<file path="config.mk">
export PLATFORM = sky130hd
export DESIGN_NAME = adv_i2c_init
export DESIGN_NICKNAME = d
export VERILOG_FILES = /design/src/rtl/adv_i2c_init.sv
export SDC_FILE = /design/constraint.sdc
export NUM_CORES = 1
export LEC_CHECK = 0
export ABC_AREA = 1
export CORE_MARGIN = 5
export CORE_UTILIZATION = 60
export CTS_CLUSTER_DIAMETER = 120
export DETAILED_ROUTE_END_ITERATION = 12
export PLACE_DENSITY_LB_ADDON = 0.3
export SYNTH_ARGS = -nofsm -noshare
export SYNTH_HDL_FRONTEND = slang
export SYNTH_SLANG_ARGS = --single-unit
</file>
<file path="constraint.sdc">
create_clock -name clk_in -period 2.5 [get_ports clk_in]
set_input_delay 0.25 -clock clk_in [delete_from_list [all_inputs] [get_ports clk_in]]
set_output_delay 0.25 -clock clk_in [all_outputs]
set_load 0.03 [all_outputs]
</file>
<file path="src/rtl/adv_i2c_init.sv">
// rtl/adv_i2c_init.sv - ADV7511 I2C init sequencer; ADV_I2C_READBACK_EN adds read-back verification
module adv_i2c_init #(
    parameter int         CLK_FREQ_HZ    = 50000000,
    parameter int         I2C_FREQ_HZ    = 100000,
    parameter logic [6:0] DEV_ADDR       = 7'h39,
    parameter int         POWERUP_CYCLES = 10000000,
    parameter int         MAX_RETRY      = 3
) (
    input  logic       clk_in,
    input  logic       reset,
    input  logic       hpd,
    output logic       scl_oe,
    output logic       sda_oe,
    input  logic       sda_in,
    output logic       busy,
    output logic       done,
    output logic       error,
    output logic [3:0] err_index
);
    localparam int          Q_RAW      = CLK_FREQ_HZ / (4 * I2C_FREQ_HZ);
    localparam int          Q          = (Q_RAW < 1) ? 1 : Q_RAW;
    localparam logic [31:0] Q_LAST     = 32'(Q - 1);
    localparam logic [31:0] WAIT_LAST  = 32'(POWERUP_CYCLES - 1);
    localparam logic [7:0]  RETRY_MAX  = 8'(MAX_RETRY);
    localparam logic [3:0]  LAST_INDEX = 4'd11;

    typedef enum logic [3:0] {
        IDLE, WAIT, START, BYTE, ACK, STOP, NEXT, DONE, ERR
`ifdef ADV_I2C_READBACK_EN
        , RSTART, RBYTE, MNACK
`endif
    } state_t;

    state_t      state, state_nxt;
    logic [31:0] tick_cnt, wait_cnt;
    logic [1:0]  qcnt, byte_sel;
    logic [2:0]  bit_cnt;
    logic [3:0]  index;
    logic [7:0]  retry, rom_reg, rom_dat, cur_byte;
    logic        hpd_m, hpd_s, hpd_q, sda_m, sda_s;
    logic        txn_ok, abort_pending, restart_pending;
    logic        running, qtick, slot_end, sample, bit_scl, scl_d, sda_d;
    logic        hpd_rise, hpd_fall;
`ifdef ADV_I2C_READBACK_EN
    logic        rd_phase;
    logic [7:0]  rd_data, rd_mask;
`endif

    assign busy     = !(state inside {IDLE, DONE, ERR});
    assign running  = busy && (state != WAIT);
    assign qtick    = running && (tick_cnt == '0);
    assign slot_end = qtick && (qcnt == 2'd3);
    assign sample   = qtick && (qcnt == 2'd1);
    assign bit_scl  = (qcnt == 2'd0) || (qcnt == 2'd3);
    assign hpd_rise = hpd_s && !hpd_q;
    assign hpd_fall = !hpd_s && hpd_q;

    always_comb begin
        rom_reg = 8'h00;
        rom_dat = 8'h00;
        case (index)
            4'd0:  begin rom_reg = 8'h41; rom_dat = 8'h10; end
            4'd1:  begin rom_reg = 8'h98; rom_dat = 8'h03; end
            4'd2:  begin rom_reg = 8'h9A; rom_dat = 8'hE0; end
            4'd3:  begin rom_reg = 8'h9C; rom_dat = 8'h30; end
            4'd4:  begin rom_reg = 8'h9D; rom_dat = 8'h61; end
            4'd5:  begin rom_reg = 8'hA2; rom_dat = 8'hA4; end
            4'd6:  begin rom_reg = 8'hA3; rom_dat = 8'hA4; end
            4'd7:  begin rom_reg = 8'hE0; rom_dat = 8'hD0; end
            4'd8:  begin rom_reg = 8'h15; rom_dat = 8'h05; end
            4'd9:  begin rom_reg = 8'h16; rom_dat = 8'h30; end
            4'd10: begin rom_reg = 8'hAF; rom_dat = 8'h06; end
            4'd11: begin rom_reg = 8'hD6; rom_dat = 8'hC0; end
            default: ;
        endcase
        case (byte_sel)
            2'd0:    cur_byte = {DEV_ADDR, 1'b0};
            2'd1:    cur_byte = rom_reg;
            2'd2:    cur_byte = rom_dat;
            default: cur_byte = {DEV_ADDR, 1'b1};
        endcase
`ifdef ADV_I2C_READBACK_EN
        // Register 0x41 bit 6 reflects live power-down state
        rd_mask = (rom_reg == 8'h41) ? 8'hBF : 8'hFF;
`endif
    end

    always_comb begin
        state_nxt = state;
        scl_d     = 1'b0;
        sda_d     = 1'b0;
        case (state)
            IDLE: if (hpd_s) state_nxt = WAIT;
            WAIT: begin
                if (!hpd_s) state_nxt = IDLE;
                else if (wait_cnt == WAIT_LAST) state_nxt = START;
            end
            START: begin
                scl_d = qcnt[1];
                sda_d = 1'b1;
                if (slot_end) state_nxt = BYTE;
            end
            BYTE: begin
                scl_d = bit_scl;
                sda_d = ~cur_byte[bit_cnt];
                if (slot_end && bit_cnt == 3'd0) state_nxt = ACK;
            end
            ACK: begin
                scl_d = bit_scl;
                if (slot_end) begin
                    if (!txn_ok || abort_pending || byte_sel == 2'd2) state_nxt = STOP;
`ifdef ADV_I2C_READBACK_EN
                    else if (byte_sel == 2'd1 && rd_phase) state_nxt = RSTART;
                    else if (byte_sel == 2'd3) state_nxt = RBYTE;
`endif
                    else state_nxt = BYTE;
                end
            end
            STOP: begin
                scl_d = (qcnt == 2'd0);
                sda_d = !qcnt[1];
                if (slot_end) state_nxt = NEXT;
            end
            NEXT: begin
                if (slot_end) begin
                    if (abort_pending || restart_pending) state_nxt = hpd_s ? WAIT : IDLE;
                    else if (!txn_ok) state_nxt = (retry == RETRY_MAX) ? ERR : START;
`ifdef ADV_I2C_READBACK_EN
                    else if (!rd_phase) state_nxt = START;
`endif
                    else if (index == LAST_INDEX) state_nxt = DONE;
                    else state_nxt = START;
                end
            end
            DONE, ERR: if (hpd_rise) state_nxt = WAIT;
`ifdef ADV_I2C_READBACK_EN
            RSTART: begin
                scl_d = bit_scl;
                sda_d = qcnt[1];
                if (slot_end) state_nxt = BYTE;
            end
            RBYTE: begin
                scl_d = bit_scl;
                if (slot_end && bit_cnt == 3'd0) state_nxt = MNACK;
            end
            MNACK: begin
                scl_d = bit_scl;
                if (slot_end) state_nxt = STOP;
            end
`endif
            default: state_nxt = IDLE;
        endcase
    end

    always_ff @(posedge clk_in) begin
        if (reset) begin
            state <= IDLE; scl_oe <= 1'b0; sda_oe <= 1'b0;
            done <= 1'b0; error <= 1'b0; err_index <= 4'd0;
            tick_cnt <= '0; wait_cnt <= '0; qcnt <= 2'd0; bit_cnt <= 3'd0; byte_sel <= 2'd0;
            index <= 4'd0; retry <= 8'd0; txn_ok <= 1'b0;
            abort_pending <= 1'b0; restart_pending <= 1'b0;
            hpd_m <= 1'b0; hpd_s <= 1'b0; hpd_q <= 1'b0; sda_m <= 1'b1; sda_s <= 1'b1;
`ifdef ADV_I2C_READBACK_EN
            rd_phase <= 1'b0; rd_data <= 8'd0;
`endif
        end else begin
            hpd_m <= hpd; hpd_s <= hpd_m; hpd_q <= hpd_s;
            sda_m <= sda_in; sda_s <= sda_m;
            state  <= state_nxt;
            scl_oe <= scl_d;
            sda_oe <= sda_d;
            tick_cnt <= (!running || qtick) ? Q_LAST : tick_cnt - 32'd1;
            if (qtick) qcnt <= qcnt + 2'd1;
            wait_cnt <= (state == WAIT) ? wait_cnt + 32'd1 : '0;
            if (hpd_rise) error <= 1'b0;
            case (state)
                WAIT: begin
                    index <= 4'd0; retry <= 8'd0;
                    abort_pending <= 1'b0; restart_pending <= 1'b0;
`ifdef ADV_I2C_READBACK_EN
                    rd_phase <= 1'b0;
`endif
                end
                START: if (slot_end) begin txn_ok <= 1'b1; byte_sel <= 2'd0; bit_cnt <= 3'd7; end
                BYTE: if (slot_end) bit_cnt <= bit_cnt - 3'd1;
                ACK: begin
                    if (sample && sda_s) txn_ok <= 1'b0;
                    if (slot_end) byte_sel <= byte_sel + 2'd1;
                end
                NEXT: if (slot_end) begin
                    if (abort_pending || restart_pending) begin
                        abort_pending <= 1'b0; restart_pending <= 1'b0;
                        index <= 4'd0; retry <= 8'd0;
`ifdef ADV_I2C_READBACK_EN
                        rd_phase <= 1'b0;
`endif
                    end else if (!txn_ok) begin
`ifdef ADV_I2C_READBACK_EN
                        rd_phase <= 1'b0;
`endif
                        if (retry == RETRY_MAX) begin error <= 1'b1; err_index <= index; end
                        else retry <= retry + 8'd1;
`ifdef ADV_I2C_READBACK_EN
                    end else if (!rd_phase) begin
                        rd_phase <= 1'b1;
`endif
                    end else begin
`ifdef ADV_I2C_READBACK_EN
                        rd_phase <= 1'b0;
`endif
                        retry <= 8'd0;
                        index <= index + 4'd1;
                        if (index == LAST_INDEX) done <= 1'b1;
                    end
                end
`ifdef ADV_I2C_READBACK_EN
                RSTART: if (slot_end) byte_sel <= 2'd3;
                RBYTE: begin
                    if (sample) rd_data <= {rd_data[6:0], sda_s};
                    if (slot_end) bit_cnt <= bit_cnt - 3'd1;
                end
                MNACK: if (slot_end && ((rd_data ^ rom_dat) & rd_mask) != 8'd0) txn_ok <= 1'b0;
`endif
                default: ;
            endcase
            // Flagged after the NEXT handling so an edge on the same cycle is never lost
            if (hpd_rise && running) restart_pending <= 1'b1;
            if (hpd_fall && running) abort_pending <= 1'b1;
            if (hpd_fall || hpd_rise) done <= 1'b0;
        end
    end
endmodule

</file>
==> impl_metrics.tcl <==
set metrics [dict create \
    status "finished clean" \
    slew_viol_final 0 \
    post-route-period-util 0.9031 \
    path_cells "nor2_2 > nand3_1 > nand3_2 > inv_1 > clkdlybuf4s50_1" \
    htree_num_levels 3 \
    final_area_um2 6082 \
    grt_start_max_net_pins 23 \
    ant_nets 0 \
    arrival_ps 2010 \
    root_buffer "clkbuf_8" \
    max_freq_mhz 442.9 \
    worstMarginPinSlew_ps 673.7 \
    numPortBuffers 12 \
    hold_viol_final 0 \
    syn_inst 827 \
    cp.buffers_inverters 2 \
    wl_met1_um 5452 \
    synth_top_area_frac 0.3654 \
    place_congestion 0.9043 \
    dpl.cell_count 943 \
    syn_to_final_growth_pct 7.783 \
    synthTopCellsByArea "dfxtp_1, nand2_1, nor2_1" \
    drc 0 \
    cpPeakStageDelay_ps 670 \
    switching_share 0.4404 \
    power.leakage_nw 2.468 \
    layout_commonest_cell "nand2_1" \
    top_layer "met4" \
    post_synth.cell_area_avg_um2 6.823 \
    setup_viol_count_final 0 \
    comb_power_share 0.433 \
    crit_path_end_kind "primary output" \
    cts.sinks 103 \
    cts_buffers 9 \
    setup_tns_ps 0 \
    crit_path_start_kind "register" \
    p_int_mw 3.032 \
    met2_length_um 5769 \
    peakVddDrop_v 0.0005118 \
    rows 35 \
    drtIter0Drc 286 \
    diodes 0 \
    place_area_um2 5882 \
    core_area_um2 9196 \
    hp-class "register to register" \
    grt_pass1_vias 4940 \
    die_area_um2 11440 \
    worstPathMaxFanout 7 \
    drive_above_1_share 0.06958 \
    nets 865 \
    io-pin-count 13 \
    cpLargestDelayFamily "buffers and inverters" \
    totalWireLength_um 11860 \
    dr.pass1.iters 7 \
    layout_common_cells "nand2_1, nor2_1, inv_1" \
    grt_pass1_wl_um 20840 \
    die_y_um 107.0 \
    finalCriticalPeriod_ps 2258 \
    start_util 0.6136 \
    clk_latency_ps 370 \
    fin_cells 959 \
    wl_met3_um 414 \
    worstSetupPathType "register to primary output" \
    fin_ws_ps 242.2 \
    overflow 0 \
    drv_cap 0 \
    post-place-ws_ps 378.9 \
    synth-seq-cells 103 \
    antenna_found_initial 0 \
    grt_usage 0.2169 \
    ctsResizeCount 0 \
    seq_area_frac_synth 0.3654 \
    viasPerCell 5.463 \
    ys.flop_type "dfxtp_1" \
    cts_tree "yes" \
    rsz0062_at_grt "no" \
    p_per_area_nw_per_um2 890.7 \
    clockBufferDepth 2 \
    vias 5239 \
    wl_per_cell_um 12.37 \
    fin_worst_skew_ps 19.90 \
    p_switching_mw 2.386 \
    clockPowerShare 0.193 \
    hpwl_um 8953 \
    synth_edf_count 0 \
    cts.clk_slew.worst_paths_ps 100 \
    die_w_um 107.0 \
    cts_setup_buffers 0 \
    syn-cell-area_um2 5643 \
    ys_warn_count 0 \
    ctsHoldBuffers 0 \
    slowest_stage "clkdlybuf4s50_1" \
    syn_nets 849 \
    synth_largest_area_cell "dfxtp_1" \
    cp.required_ps 2250 \
    relSlewSlack 0.5504 \
    async_reset_ff_frac 0 \
    seq_power_share 0.374 \
    ys_types 41 \
]
==> path summary, 6_finish.rpt <==
kind | cells past startpoint | endpoint | from | slack, ps
worst max-delay path | 5 | busy | state[0] | 240
worst min-delay path | 1 | sda_s | sda_m | 420
worst max register to register | 11 | state[1] | tick_cnt[0] | 320
worst min register to register | 1 | sda_s | sda_m | 420
==> power by group through the flow <==
stage	logic [mW]	registers (mW)	clock network [mW]
5_1_grt	2.65	2.05	1.14
3_3_place_gp	2.25	2.05	0
6_report	2.34	2.03	1.04
4_1_cts	2.33	2.02	1.07
2_1_floorplan	1.86	2.03	0
3_5_place_dp	2.31	2.06	0
==> synth_stat cells, types with 3 or more instances <==
master,count
a21oi_1,66
a31oi_1,4
and3_1,4
buf_2,4
clkbuf_1,7
dfxtp_1,103
ha_1,18
inv_1,114
inv_2,5
nand2_1,145
nand2_4,3
nand3_1,58
nand3b_1,3
nand4_1,16
nor2_1,134
nor2_2,7
nor2_4,4
nor3_1,16
nor3b_1,3
nor4_1,6
o21a_1,5
o21ai_0,49
or2_2,7
xnor2_1,7
xor2_1,15
==> per-stage QoR <==
| step | hold WS, ps | power [mW] | utilization |
|---|---|---|---|
| after global routing | 421.9 | 5.837 | 0.6614 |
| after CTS | 415.5 | 5.420 | 0.6614 |
| after detailed placement | 394.7 | 4.374 | 0.6396 |
| final | 415.8 | 5.418 | 0.6614 |
| after global placement | 397.1 | 4.302 | 0.6396 |
| after floorplan | 353.8 | 3.891 | - |
==> cell families (layout without fill, tap and decap cells) <==
kind of cell,Yosys count,in the layout,share of synthesized area
xor gates and xnor gates,22,22,0.03415
AOI/OAI and AO/OA,136,136,0.1295
buffers and inverters,131,152,0.08936
and+or+nand+nor,417,417,0.3417
DFF,103,103,0.3654
adders and majority gates,18,18,0.03991
==> routing by layer <==
| metal | up-vias | GRT usage |
|---|---|---|
| met2 | 109 | 0.3880 |
| met1 | 2400 | 0.2616 |
| met5 | - | 0 |
| li1 | 2706 | - |
| met3 | 24 | 0.03552 |
| met4 | 0 | 0.07763 |
==> flip-flops by register name (all words and copies together) (netlist names), 2 cells and up <==
name / flops
index: 4
state: 4
err_index: 4
wait_cnt: 32
bit_cnt: 3
byte_sel: 2
qcnt: 2
retry: 8
tick_cnt: 32
==> area by class of cell <==
cell class | count | area, µm²
clock inverters | 6 | 62.56
inverters | 119 | 446.7
repair buffers | 17 | 157.7
clock buffers | 10 | 137.6
flip-flops and latches | 103 | 2062
fillers | 802 | 3114
multi-input cells | 593 | 3077
well taps | 111 | 138.9
Power figures use the tool's default switching activity.
==> patch (same flow settings) <==
Register the inputs `hpd` and `sda_in` before use, with the module's reset. The logic sees them one clock later.
--- a/src/rtl/adv_i2c_init.sv
+++ b/src/rtl/adv_i2c_init.sv
@@ -31,6 +31,19 @@
 `endif
     } state_t;
 
+    logic hpd_r;
+    logic sda_q;
+
+    always_ff @(posedge clk_in) begin
+        if (reset) begin
+            hpd_r <= '0;
+            sda_q <= '0;
+        end else begin
+            hpd_r <= hpd;
+            sda_q <= sda_in;
+        end
+    end
+
     state_t      state, state_nxt;
     logic [31:0] tick_cnt, wait_cnt;
     logic [1:0]  qcnt, byte_sel;
@@ -164,8 +177,8 @@
             rd_phase <= 1'b0; rd_data <= 8'd0;
 `endif
         end else begin
-            hpd_m <= hpd; hpd_s <= hpd_m; hpd_q <= hpd_s;
-            sda_m <= sda_in; sda_s <= sda_m;
+            hpd_m <= hpd_r; hpd_s <= hpd_m; hpd_q <= hpd_s;
+            sda_m <= sda_q; sda_s <= sda_m;
             state  <= state_nxt;
             scl_oe <= scl_d;
             sda_oe <= sda_d;
Check against the original RTL: not equivalent (a bounded check fails within 4 cycles, from zero or initial values and one cycle with reset high).
==> patch against the original RTL <==
- count of clock-buffer cells in the layout did not move
- design area rose by 1.6%
- non-clock buffer count did not move
- setup slack got worse by 0.047 ns
- sequential cell count rose by 2
- worst hold slack got worse by 0.015 ns
- wire length rose by 0.66%
- critical path depth did not move
- total power fell by 8.1%
- area after synthesis rose by 1.5%
- critical path type unchanged
- largest cell class unchanged
- largest power group is now registers
- highest routed layer unchanged
==> patch: results (changes against the original RTL) <==
.. list-table::
   :header-rows: 1

   * - Metric
     - Value
   * - Status
     - finished, final reports clean
   * - Commonest cells in the synthesized netlist
     - nand2_1 (149), nor2_1 (130), dfxtp_1 (105)
   * - Arrival time of data at the critical path endpoint
     - 2.05 ns (+0.04 ns)
   * - Syn nets
     - 850 (+0.12%)
   * - Register-to-register path setup slack
     - 0.37 ns (+0.05 ns)
   * - Delay of the slowest critical-path stage
     - 0.69 ns (+0.02 ns)
   * - Worst voltage drop across the vdd grid
     - 0.000362 V (-29%)
   * - Fill cells
     - 794 (-1.0%)
   * - Largest fanout on the critical path
     - 7 (unchanged)
   * - Placement Setup Slack
     - 0.385 ns (+0.00613 ns)
   * - Fraction of layout cells with a size suffix above 1
     - 0.0941 (+0.0245)
   * - Startpoint of the most critical register-to-register path
     - wait_cnt[0]$_SDFF_PP0_
   * - Post-layout instance count excluding filler cells
     - 979 (+2.1%)
   * - DRC errors left
     - 0 (unchanged)
   * - Half-perimeter wire length of the detailed placement result
     - 9040 um (+0.96%)
   * - Maximum number of pins on one net before global-route repair
     - 28 (+22%)
   * - Sequential element share of the synthesized area
     - 0.367 (+0.00156)
   * - Worst-case clock skew
     - 0.00921 ns (-0.0107 ns)
   * - Detailed router's first-iteration violation count
     - 380 (+33%)
   * - Leakage power figure
     - 2.44 nW (-1.3%)
   * - Critical register-to-register path endpoint
     - wait_cnt[30]$_SDFF_PP0_
   * - Number of cells on the worst reg-to-reg path
     - 12 (+1)
   * - Main area contributors after synthesis
     - dfxtp_1 (37%), nand2_1 (9.8%), nor2_1 (8.5%), inv_1 (6.7%), nand3_1 (5.1%)
   * - Mean cell area of the mapped netlist
     - 6.92 um^2 (+1.4%)
   * - Global-route wire length before repair
     - 21500 um (+3.4%)
   * - Actual slew at the worst max-slew pin
     - 0.508 ns (-0.166 ns)
   * - Length of the first detailed-routing pass in iterations
     - 5 (-2)
   * - FMAX
     - 0.434 GHz (-2.0%)
   * - Overall routing resource usage
     - 0.221 (+0.00376)
   * - Pins Over Slew Limit
     - 0 (unchanged)
   * - DP Area
     - 5990 um^2 (+1.9%)
   * - Instance count after placement with tap cells included
     - 963 (+2.1%)
   * - Hold WC Path Type
     - in2reg
   * - Final GP Congestion
     - 0.900 (-0.49%)
   * - Via count of the first global-routing pass
     - 5115 (+3.5%)
-- patch: cell count changes after synthesis, moves of 4 or more --
cell and change:
a211oi_1 +5, a21oi_1 -12, inv_1 -11, inv_2 +6, nand2_1 +4, nor2_1 -4
nor2_2 +6, nor3_1 +12, nor3b_1 +4, o21ai_0 -14, xor2_1 -4
-- patch: through the flow --
stage	hold slack (ns)	utilization	total power, mW
global route	0.387	0.666	5.39
finish	0.400	0.666	4.98
CTS	0.384	0.666	5.00
detailed placement	0.397	0.646	3.98
floorplan	0.357	-	3.60
global placement	0.389	0.646	3.91
-- patch: worst register-to-register path, cell delays in order, from the launching register on --
cell     delay (ns)
dfxtp_1        0.37
ha_1           0.18
nand2_1        0.06
inv_1          0.06
nand2_1        0.08
nor2_2         0.16
nand3_1        0.16
nor2_2         0.23
inv_2          0.07
nor4_2         0.22
nand2_1        0.14
o21ai_0        0.18
a21oi_1        0.09
-- patch: how the worst min path moves through the flow --
stage                     startpoint                to  cells past startpoint
detailed placement  hpd_r$_SDFF_PP0_  hpd_m$_SDFF_PP0_                      2
finish                           hpd  hpd_r$_SDFF_PP0_                      3
CTS                              hpd  hpd_r$_SDFF_PP0_                      3
floorplan                        hpd  hpd_r$_SDFF_PP0_                      2
global placement    hpd_r$_SDFF_PP0_  hpd_m$_SDFF_PP0_                      2
global route                     hpd  hpd_r$_SDFF_PP0_                      3
-- patch: per-layer routing --
layer | share of wire | wire, um | vias to the layer above | GRT usage
li1 | - | - | 2716 | -
met1 | 0.45 | 5370 | 2430 | 0.268
met2 | 0.49 | 5830 | 128 | 0.393
met3 | 0.048 | 577 | 20 | 0.0408
met4 | 0.014 | 166 | 0 | 0.0667
met5 | 0 | 0 | - | 0
-- patch: logic make-up (layout without fill, tap and decap cells) --
group,Yosys count,after routing,synth area share
xor+xnor,21,21,0.0321
flops,105,105,0.367
buf+inv,127,149,0.0854
simple gates,445,445,0.367
fa+ha+maj,18,18,0.0393
compound gates,112,112,0.109
-- patch: final cells by class --
type,count,area share
sequential,105,0.340
tap,129,0.0261
multi-input combinational,596,0.507
clock buffer,10,0.0223
timing repair buffer,17,0.0255
inverter,116,0.0704
clock inverter,6,0.00810
-- patch: where the power goes --
| part | total (mW) | switching (mW) | internal [mW] |
|---|---|---|---|
| registers | 2.02 | 0.174 | 1.85 |
| logic | 1.95 | 1.27 | 0.675 |
| clock network | 1.01 | 0.601 | 0.406 |
